`src/rtl/uart_reg_bridge.sv`:
```
`default_nettype none
// ============================================================================
// Module      : uart_reg_bridge
// Description : Command responder on the parallel side of a UART. Decodes
//               binary host commands that write or read a small byte register
//               file and answers each command with exactly one reply byte.
//               The transmitter has no busy output, so replies are spaced by
//               a fixed gap counted here.
//
//               Commands : 'W' addr data -> reply 'K'
//                          'R' addr      -> reply register byte
//                          anything else, or addr out of range -> reply '?'
//
// Ports       : clk      - system clock, all logic on posedge
//               rst      - synchronous active-high reset
//               rx_valid - one-cycle strobe, rx_data holds a new byte
//               rx_data  - received byte
//               tx_send  - one-cycle strobe to the UART transmitter
//               tx_data  - reply byte, stable from tx_send to end of gap
//               wr_stb   - one-cycle pulse after a register write
//               wr_addr  - address of the last write
//               reg_q    - flat register file, reg k at [8k+7:8k]
//               busy     - high whenever the responder is not idle
//               overrun  - sticky, a byte arrived while a reply was pending
//
// Revision    : 1.0 - initial release
// ============================================================================
module uart_reg_bridge #(
    parameter int CLOCK_FREQ_HZ  = 12000000,
    parameter int BAUD_RATE      = 9600,
    parameter int REG_COUNT      = 16,
    parameter int ADDR_WIDTH     = 4,
    parameter int GAP_CYCLES     = 11 * CLOCK_FREQ_HZ / BAUD_RATE,
    parameter int TIMEOUT_CYCLES = 12500
) (
    input  logic                    clk,
    input  logic                    rst,
    input  logic                    rx_valid,
    input  logic [7:0]              rx_data,
    output logic                    tx_send,
    output logic [7:0]              tx_data,
    output logic                    wr_stb,
    output logic [ADDR_WIDTH-1:0]   wr_addr,
    output logic [8*REG_COUNT-1:0]  reg_q,
    output logic                    busy,
    output logic                    overrun
);

    // One shared timer serves both the inter-byte timeout and the reply gap;
    // the extra bit keeps the terminal count well clear of wrap-around.
    localparam int c_TIMER_MAX = (GAP_CYCLES > TIMEOUT_CYCLES) ? GAP_CYCLES : TIMEOUT_CYCLES;
    localparam int c_TIMER_W   = $clog2(c_TIMER_MAX) + 1;

    localparam logic [c_TIMER_W-1:0] c_GAP_LAST     = c_TIMER_W'(GAP_CYCLES - 1);
    localparam logic [c_TIMER_W-1:0] c_TIMEOUT_LAST = c_TIMER_W'(TIMEOUT_CYCLES - 1);
    localparam logic [c_TIMER_W-1:0] c_TIMER_ONE    = c_TIMER_W'(1);

    // Nine bits so REG_COUNT=256 still compares correctly against an 8-bit address.
    localparam logic [8:0] c_REG_LIMIT = 9'(REG_COUNT);

    localparam logic [7:0] c_CMD_WRITE = 8'h57;  // 'W'
    localparam logic [7:0] c_CMD_READ  = 8'h52;  // 'R'
    localparam logic [7:0] c_RSP_OK    = 8'h4B;  // 'K'
    localparam logic [7:0] c_RSP_ERR   = 8'h3F;  // '?'
    localparam logic [7:0] c_TX_IDLE   = 8'hFF;

    typedef enum logic [2:0] {
        S_IDLE     = 3'd0,
        S_CMD_ADDR = 3'd1,
        S_CMD_DATA = 3'd2,
        S_SEND     = 3'd3,
        S_GAP      = 3'd4
    } state_t;

    state_t                  r_state;
    logic [c_TIMER_W-1:0]    r_timer;
    logic                    r_is_write;
    logic [ADDR_WIDTH-1:0]   r_addr;
    logic                    r_addr_ok;
    logic [7:0]              r_tx_data;
    logic                    r_tx_send;
    logic                    r_wr_stb;
    logic [ADDR_WIDTH-1:0]   r_wr_addr;
    logic                    r_overrun;
    logic [7:0]              r_regs [REG_COUNT];

    state_t                  w_state_next;
    logic [c_TIMER_W-1:0]    w_timer_next;
    logic                    w_is_write_next;
    logic [ADDR_WIDTH-1:0]   w_addr_next;
    logic                    w_addr_ok_next;
    logic [7:0]              w_tx_data_next;
    logic                    w_tx_send_next;
    logic                    w_wr_stb_next;
    logic [ADDR_WIDTH-1:0]   w_wr_addr_next;
    logic                    w_overrun_next;
    logic                    w_reg_we;
    logic                    w_rx_addr_ok;
    logic [7:0]              w_rd_data;

    assign w_rx_addr_ok = ({1'b0, rx_data} < c_REG_LIMIT);

    // The read path looks straight into the register array, so a write that
    // completed on an earlier command is always what a later read returns.
    // Out-of-range indices are never used because w_rx_addr_ok gates the reply.
    assign w_rd_data = r_regs[rx_data[ADDR_WIDTH-1:0]];

    // ------------------------------------------------------------------------
    // State register
    // ------------------------------------------------------------------------
    always_ff @(posedge clk) begin
        if (rst) begin
            r_state    <= S_IDLE;
            r_timer    <= '0;
            r_is_write <= 1'b0;
            r_addr     <= '0;
            r_addr_ok  <= 1'b0;
            r_tx_data  <= c_TX_IDLE;
            r_tx_send  <= 1'b0;
            r_wr_stb   <= 1'b0;
            r_wr_addr  <= '0;
            r_overrun  <= 1'b0;
        end else begin
            r_state    <= w_state_next;
            r_timer    <= w_timer_next;
            r_is_write <= w_is_write_next;
            r_addr     <= w_addr_next;
            r_addr_ok  <= w_addr_ok_next;
            r_tx_data  <= w_tx_data_next;
            r_tx_send  <= w_tx_send_next;
            r_wr_stb   <= w_wr_stb_next;
            r_wr_addr  <= w_wr_addr_next;
            r_overrun  <= w_overrun_next;
        end
    end

    // ------------------------------------------------------------------------
    // Next-state and output decode
    // ------------------------------------------------------------------------
    always_comb begin
        w_state_next    = r_state;
        w_timer_next    = r_timer;
        w_is_write_next = r_is_write;
        w_addr_next     = r_addr;
        w_addr_ok_next  = r_addr_ok;
        w_tx_data_next  = r_tx_data;
        w_tx_send_next  = 1'b0;
        w_wr_stb_next   = 1'b0;
        w_wr_addr_next  = r_wr_addr;
        w_overrun_next  = r_overrun;
        w_reg_we        = 1'b0;

        case (r_state)
            S_IDLE: begin
                if (rx_valid) begin
                    w_timer_next = '0;
                    if (rx_data == c_CMD_WRITE || rx_data == c_CMD_READ) begin
                        w_is_write_next = (rx_data == c_CMD_WRITE);
                        w_state_next    = S_CMD_ADDR;
                    end else begin
                        w_tx_data_next = c_RSP_ERR;
                        w_state_next   = S_SEND;
                    end
                end
            end

            S_CMD_ADDR: begin
                if (rx_valid) begin
                    w_timer_next   = '0;
                    w_addr_next    = rx_data[ADDR_WIDTH-1:0];
                    w_addr_ok_next = w_rx_addr_ok;
                    if (r_is_write) begin
                        w_state_next = S_CMD_DATA;
                    end else begin
                        w_tx_data_next = w_rx_addr_ok ? w_rd_data : c_RSP_ERR;
                        w_state_next   = S_SEND;
                    end
                end else if (r_timer == c_TIMEOUT_LAST) begin
                    w_timer_next = '0;
                    w_state_next = S_IDLE;
                end else begin
                    w_timer_next = r_timer + c_TIMER_ONE;
                end
            end

            S_CMD_DATA: begin
                if (rx_valid) begin
                    // The data byte is consumed even for an illegal address,
                    // so the host stream stays aligned to command boundaries.
                    if (r_addr_ok) begin
                        w_reg_we       = 1'b1;
                        w_wr_stb_next  = 1'b1;
                        w_wr_addr_next = r_addr;
                        w_tx_data_next = c_RSP_OK;
                    end else begin
                        w_tx_data_next = c_RSP_ERR;
                    end
                    w_timer_next = '0;
                    w_state_next = S_SEND;
                end else if (r_timer == c_TIMEOUT_LAST) begin
                    w_timer_next = '0;
                    w_state_next = S_IDLE;
                end else begin
                    w_timer_next = r_timer + c_TIMER_ONE;
                end
            end

            S_SEND: begin
                // tx_send is registered, so the strobe appears in the first
                // GAP cycle; the gap count therefore starts at that cycle.
                w_tx_send_next = 1'b1;
                w_timer_next   = '0;
                w_state_next   = S_GAP;
                if (rx_valid) begin
                    w_overrun_next = 1'b1;
                end
            end

            S_GAP: begin
                if (rx_valid) begin
                    w_overrun_next = 1'b1;
                end
                if (r_timer == c_GAP_LAST) begin
                    w_timer_next = '0;
                    w_state_next = S_IDLE;
                end else begin
                    w_timer_next = r_timer + c_TIMER_ONE;
                end
            end

            default: begin
                w_timer_next = '0;
                w_state_next = S_IDLE;
            end
        endcase
    end

    // ------------------------------------------------------------------------
    // Register file
    // ------------------------------------------------------------------------
    always_ff @(posedge clk) begin
        if (rst) begin
            for (int i = 0; i < REG_COUNT; i++) begin
                r_regs[i] <= 8'h00;
            end
        end else if (w_reg_we) begin
            r_regs[r_addr] <= rx_data;
        end
    end

    generate
        for (genvar k = 0; k < REG_COUNT; k++) begin : g_flat
            assign reg_q[8*k +: 8] = r_regs[k];
        end
    endgenerate

    assign tx_send = r_tx_send;
    assign tx_data = r_tx_data;
    assign wr_stb  = r_wr_stb;
    assign wr_addr = r_wr_addr;
    assign busy    = (r_state != S_IDLE);
    assign overrun = r_overrun;

endmodule
`default_nettype wire

```
`config.mk`:
```
export PLATFORM = sky130hd
export DESIGN_NAME = uart_reg_bridge
export DESIGN_NICKNAME = d
export VERILOG_FILES = /design/src/rtl/uart_reg_bridge.sv
export SDC_FILE = /design/constraint.sdc
export NUM_CORES = 1
export LEC_CHECK = 0
export CAP_MARGIN = 20
export CORE_MARGIN = 3
export CORE_UTILIZATION = 48
export DETAILED_ROUTE_END_ITERATION = 12
export PLACE_DENSITY = 0.77
export SLEW_MARGIN = 40
export SYNTH_ARGS = -nofsm -noshare
export SYNTH_HDL_FRONTEND = slang
export SYNTH_SLANG_ARGS = --single-unit
```
`constraint.sdc`:
```
create_clock -name clk -period 2.2 [get_ports clk]
set_input_delay 0.66 -clock clk [delete_from_list [all_inputs] [get_ports clk]]
set_output_delay 0.66 -clock clk [all_outputs]
set_load 0.02 [all_outputs]
```
==> metrics.cfg, run 1 <==
[outcome]
run_status = finished, final reports clean

[layout]
multi_input_comb_area_um2 = 3312
num-fill-cells = 1198
insertedDiodeCount = 0
utilization = 0.6743
final_nets = 829
area_of_all_sequential_standard_cells_um2 = 4624
post_route_cells_drive_above_1_share = 0.2413
synthToLayoutAreaGrowth_pct = 36.97

[logic_synthesis]
synth.yosys.seq_area_share = 0.5625
synth.ff_latch_count = 167
syn-instance-count = 606
ys_async_sr_fraction = 0
synth.most_common_cell = sky130_fd_sc_hd__edfxtp_1
synth_warnings = 0
synth_edf_count = 128
synth.cells.most_frequent = 128 x sky130_fd_sc_hd__edfxtp_1, 108 x sky130_fd_sc_hd__and2_1, 39 x sky130_fd_sc_hd__dfxtp_1, 31 x sky130_fd_sc_hd__mux4_2, 27 x sky130_fd_sc_hd__nor2_1
synthFlopType = sky130_fd_sc_hd__edfxtp_1
yosysTopAreaCell = sky130_fd_sc_hd__edfxtp_1
synthTopCellsByArea = sky130_fd_sc_hd__edfxtp_1 47%, sky130_fd_sc_hd__dfxtp_1 9.5%, sky130_fd_sc_hd__mux4_2 8.5%
synthDistinctLibCells = 63
synth_top_area_share = 0.4675
syn-num-nets = 619
syn_area_per_cell_um2 = 13.57
mapped_cell_area_um2 = 8222

[drt]
detail_route.iter0.violations = 560
tritonroute_pass_1_iters = 5
antenna_violating_nets_post_route = 0
overall_via_count_from_detail_route = 6072
detail_route.drc_violations = 0
routed_wire_length_per_instance_um = 22.24
drt_wirelength_um = 23330
drt-vias-per-instance = 5.788

[worst_hold_path]
hold_class = reg2reg

[grt]
antenna_violations_before_repair = 0
first_pass_grt_wire_length_um = 35200
grt_start_max_net_pins = 58
groute.usage.overall = 0.2548
global_route.overflow_total = 0
grt_pass1_vias = 6012

[clock_network]
clk-insertion-delay-late_ns = 0.43
clock_sinks = 167
tritoncts = done
tritoncts.num_buffers = 17
holdBufCountCts = 0
root_buffer = sky130_fd_sc_hd__clkbuf_16
ctsLongestPathBuffers = 2
clk_transition_reported_paths_ns = 0.06
cts_htree_levels = 4

[sta]
timing_hold_violations_final = 0
min_period_ns = 2.149
worst_slew_margin_rel = 0.6172
setup_viol = 0
clock-skew-final_ns = 0.006565
slew_viol_final = 0
final.hold.worst_slack_ns = 0.4713
rsz0062_at_grt = no
period_share = 0.9768
timing_worst_slew_pin_value_ns = 0.5742
max_frequency_ghz = 0.4653

[place]
place.detailed.hpwl_um = 17520
port_buffers = 154
gp_congestion = 0.9158

[floorplanning]
floorplan.die_area_um2 = 18730
rows = 47
die_w_um = 136.9
initial_util = 0.4923
coreArea_um2 = 16700
io_pins = 155
die_height_um = 136.9

[critical_path]
crit_family = buffers and inverters
worst-setup-path-type = reg2out
end_kind = primary output
timing.critical_path.fanout_max = 2
critPathLaunchType = flip-flop
timing.critical_path.cells = clkdlybuf4s50_1
slowest_stage = sky130_fd_sc_hd__clkdlybuf4s50_1
worst-endpoint-arrival_ns = 1.49
timing.critical_path.slowest_cell_delay_ns = 0.64
critical_path_required_ns = 1.54
critical_path_buf_inv_count = 1

[power_and_ir_drop]
design_power_total_mw = 7.940
vdd_drop_max_v = 0.0005169
power_density_nw_per_um2 = 705.1
leakagePower_nw = 4.254

[run]
maxCapViolCount = 0

## cells in the final DEF, fill, tap and decap left out, types with 5 or more instances in the layout
cell,instances
sky130_fd_sc_hd__clkdlybuf4s50_1,143
sky130_fd_sc_hd__edfxtp_1,128
sky130_fd_sc_hd__and2_1,108
sky130_fd_sc_hd__buf_4,75
sky130_fd_sc_hd__dfxtp_1,39
sky130_fd_sc_hd__mux4_2,31
sky130_fd_sc_hd__nor2_1,27
sky130_fd_sc_hd__nand2_1,25
sky130_fd_sc_hd__clkbuf_16,17
sky130_fd_sc_hd__nor4_1,16
sky130_fd_sc_hd__nor3_4,11
sky130_fd_sc_hd__nor4_2,11
sky130_fd_sc_hd__mux2i_1,10
sky130_fd_sc_hd__buf_12,10
sky130_fd_sc_hd__or2_4,9
sky130_fd_sc_hd__inv_1,8
sky130_fd_sc_hd__nor3_1,8
sky130_fd_sc_hd__or2_1,7
sky130_fd_sc_hd__bufinv_16,7
sky130_fd_sc_hd__dlymetal6s2s_1,7
sky130_fd_sc_hd__nor3b_1,6
sky130_fd_sc_hd__a21oi_1,6
sky130_fd_sc_hd__nand2b_1,5
sky130_fd_sc_hd__a22o_1,5
sky130_fd_sc_hd__o21a_1,5
sky130_fd_sc_hd__a211oi_1,5
sky130_fd_sc_hd__mux4_1,5
## logic make-up after synthesis
family | synth area share
adder cells (fa/ha/maj) | 0.003043
XOR/XNOR | 0.005326
flip-flops | 0.5625
buffers and inverters | 0.03896
AO/OA/AOI/OAI | 0.05083
AND/OR/NAND/NOR | 0.2249
multiplexers | 0.1144
## routing by layer
metal,global-route usage,vias to the layer above,routed length (um)
met4,0.09978,0,674
met2,0.4137,311,11480
met1,0.3378,3009,9249
li1,-,2703,-
met5,0,-,0
met3,0.05404,49,1927
## final cells by class
cell class,instances,area share
clock buffers,18,0.03811
multi-input cells,379,0.2941
well taps,220,0.02444
flip-flops and latches,167,0.4107
clock inverters,14,0.02244
repair buffers,241,0.2069
inverters,10,0.003333
## where the power goes
group | internal [mW] | leakage, nW | switching (mW)
clock | 2.23 | 0.328 | 1.21
combinational | 0.423 | 2.29 | 0.509
sequential | 3.48 | 1.64 | 0.0788
## final timing paths
path | startpoint | endpoint | slack [ns] | depth (start not counted)
worst min-delay path | overrun$_SDFFE_PP0P_ | overrun$_SDFFE_PP0P_ | 0.47 | 2
worst max register to register | r_timer[1]$_SDFFE_PP0P_ | r_timer[6]$_SDFFE_PP0P_ | 0.10 | 7
worst max-delay path | r_regs[12][2]$_SDFFCE_PN0P_ | reg_q[98] | 0.05 | 1
worst min register to register | overrun$_SDFFE_PP0P_ | overrun$_SDFFE_PP0P_ | 0.47 | 2
## through the flow
step / cell area, um^2 / cells / setup TNS [ns] / setup slack, ns
2_1_floorplan: 8244 / 606 / 0 / 0.02565
3_3_place_gp: 10530 / 1015 / -51.50 / -0.3870
3_5_place_dp: 10530 / 1015 / -61.19 / -0.4377
4_1_cts: 11210 / 1047 / 0 / 0.02359
5_1_grt: 11260 / 1049 / 0 / 0.01452
6_report: 11260 / 1049 / 0 / 0.05101
## worst register-to-register path, delay by kind of cell (launching register included)
family | cells | cell delay, ns
AO/OA/AOI/OAI | 3 | 0.62
AND/OR/NAND/NOR | 2 | 0.53
flip-flops | 1 | 0.38
adder cells (fa/ha/maj) | 1 | 0.24
buffers and inverters | 1 | 0.23
## flip-flops by register name, indices dropped and copies added (netlist names)
| signal | count |
|---|---|
| overrun | 1 |
| tx_data | 8 |
| wr_addr | 4 |
| r_addr | 4 |
| r_state | 3 |
| r_regs | 128 |
| tx_send | 1 |
| r_timer | 15 |
| r_addr_ok | 1 |
| wr_stb | 1 |
| r_is_write | 1 |
## what timing repair did
action | CTS | global route
pin swaps | 0 | 5
setup endpoints to repair | 1 | 18
gates resized for setup | 1 | 12
buffers inserted | 0 | 2
Power figures use the tool's default switching activity.
==> run 2, diff against run 1 <==
- CORE_ASPECT_RATIO: not set -> 1.1
==> run 2 against run 1 <==
Compared with the run above: critical path depth rose by 1; via count shrank 0.56%; clock-buffer cell count is the same; non-clock buffer count decreased by 1; worst hold slack improved by 0.034 ns; critical endpoint is now busy; highest routed layer unchanged.
==> metrics.cfg, run 2 (synthesis results as in run 1) <==
[outcome]
run_status = finished, final reports clean

[floorplanning]
io_pins = 155  ; unchanged
initial_util = 0.4967  ; +0.004391
floorplan.die_area_um2 = 18740  ; about the same
die_height_um = 143.3  ; +4.7%
coreArea_um2 = 16550  ; -0.88%
die_w_um = 130.8  ; -4.4%
rows = 49  ; +4.3%

[critical_path]
timing.critical_path.fanout_max = 4  ; +2
end_kind = primary output
critPathLaunchType = flip-flop
worstSetupStartpoint = r_state[1]$_SDFFE_PP0P_
crit-reg2reg-launch = r_regs[3][4]$_SDFFCE_PN0P_
critical_path_required_ns = 1.54  ; about the same
worst-setup-path-type = reg2out
worst-endpoint-arrival_ns = 1.49  ; about the same

[place]
dpl.cell_count = 999  ; -1.6%
gp_congestion = 0.8857  ; -3.3%
place.detailed.hpwl_um = 17320  ; -1.1%
port_buffers = 154  ; unchanged

[grt]
groute.usage.overall = 0.2556  ; +0.0007796
grt_pass1_vias = 6210  ; +3.3%
grt_start_max_net_pins = 58  ; unchanged
global_route.overflow_total = 0  ; unchanged
first_pass_grt_wire_length_um = 35850  ; +1.8%
antenna_violations_before_repair = 0  ; unchanged

[sta]
min_period_ns = 2.153  ; +0.004399 ns
setup_viol = 0  ; unchanged
rsz0062_at_grt = no
finalSetupTns_ns = 0  ; unchanged
slew_viol_final = 0  ; unchanged
timing_hold_violations_final = 0  ; unchanged
worst_slew_margin_rel = 0.4885  ; -0.1287
timing_worst_slew_pin_value_ns = 0.7672  ; +0.1930 ns
final.hold.worst_slack_ns = 0.5050  ; +0.03369 ns
period_share = 0.9788  ; +0.001999
clock-skew-final_ns = 0.006284  ; -0.0002807 ns
max_frequency_ghz = 0.4644  ; -0.20%

[clock_network]
clk-insertion-delay-late_ns = 0.43  ; about the same
holdBufCountCts = 0  ; unchanged
cts_htree_levels = 4  ; unchanged
clock_sinks = 167  ; unchanged
root_buffer = sky130_fd_sc_hd__clkbuf_16
tritoncts = done
clk_transition_reported_paths_ns = 0.06  ; about the same
ctsLongestPathBuffers = 2  ; unchanged
tritoncts.num_buffers = 17  ; unchanged

[drt]
overall_via_count_from_detail_route = 6038  ; -0.56%
drt-vias-per-instance = 5.851  ; +1.1%
tritonroute_pass_1_iters = 5  ; unchanged
routed_wire_length_per_instance_um = 22.32  ; +0.36%
detail_route.drc_violations = 0  ; unchanged
detail_route.iter0.violations = 593  ; +5.9%
drt_wirelength_um = 23030  ; -1.3%
antenna_violating_nets_post_route = 0  ; unchanged

[layout]
max_reg_flops = 128  ; unchanged
insertedDiodeCount = 0  ; unchanged
synthToLayoutAreaGrowth_pct = 35.93
num-fill-cells = 1171  ; -2.3%
final_cell_mix = 143 x sky130_fd_sc_hd__clkdlybuf4s50_1, 128 x sky130_fd_sc_hd__edfxtp_1, 108 x sky130_fd_sc_hd__and2_1, 73 x sky130_fd_sc_hd__buf_4, 39 x sky130_fd_sc_hd__dfxtp_1
post_route_cells_drive_above_1_share = 0.2440  ; +0.002707
layout.cells.most_common = sky130_fd_sc_hd__clkdlybuf4s50_1
final_nets = 828  ; -0.12%
largest-register = r_regs
final_cells = 1032  ; -1.6%

[run]
maxCapViolCount = 0  ; unchanged

[worst_hold_path]
hold_class = reg2reg
hold_start = tx_data[3]$_SDFFE_PP1P_

[power_and_ir_drop]
design_power_total_mw = 7.547  ; -4.9%
power_density_nw_per_um2 = 675.3  ; -4.2%
leakagePower_nw = 4.177  ; -1.8%
vdd_drop_max_v = 0.0006357  ; +23%

[run 2: through the flow]
stage | area (um^2) | setup slack (ns) | utilization
after CTS | 11150 | 0.003465 | 0.6734
after floorplan | 8244 | 0.02565 | -
after global placement | 10530 | -0.4619 | 0.6364
after global routing | 11180 | 0.009520 | 0.6751
final | 11180 | 0.04661 | 0.6751
after detailed placement | 10530 | -0.4987 | 0.6364
[run 2: routing by layer]
layer	up-vias	routed length, um	global-route usage
met2	310	11710	0.4303
met4	0	628	0.08825
met1	2984	9109	0.3254
li1	2695	-	-
met3	49	1585	0.05911
met5	-	0	0
[run 2: final cells by class]
cell class              count  area (um^2)  share of cell area
clock buffers              18        429.2             0.03840
clock inverters            14        176.4             0.01579
inverters                  10        37.54            0.003359
multi-input cells         379         3328              0.2978
flip-flops and latches    167         4624              0.4138
well taps                 204        255.2             0.02284
repair buffers            240         2325              0.2080
[run 2: path summary, 6_finish.rpt]
check | endpoint | slack, ns | depth (start not counted)
worst min-delay path | tx_data[3]$_SDFFE_PP1P_ | 0.50 | 1
worst max register to register | tx_data[4]$_SDFFE_PP1P_ | 0.16 | 5
worst max-delay path | busy | 0.05 | 2
worst min register to register | tx_data[3]$_SDFFE_PP1P_ | 0.50 | 1
[run 2: report_power, final]
part / switching (mW) / total [mW] / internal [mW] / leakage, nW
logic: 0.517 / 0.949 / 0.432 / 2.26
clock network: 1.24 / 3.04 / 1.79 / 0.281
registers: 0.0773 / 3.56 / 3.48 / 1.64
[run 2: critical path, cell delays in order (launching register included)]
cell	delay, ns
sky130_fd_sc_hd__dfxtp_1	0.34
sky130_fd_sc_hd__or3_1	0.41
sky130_fd_sc_hd__clkdlybuf4s15_1	0.32
[run 2: timing repair]
item | 4_1_cts | 5_1_grt
pin swaps | 3 | 2
setup buffers | 0 | 1
setup endpoints to repair | 21 | 58
resized for setup | 9 | 6
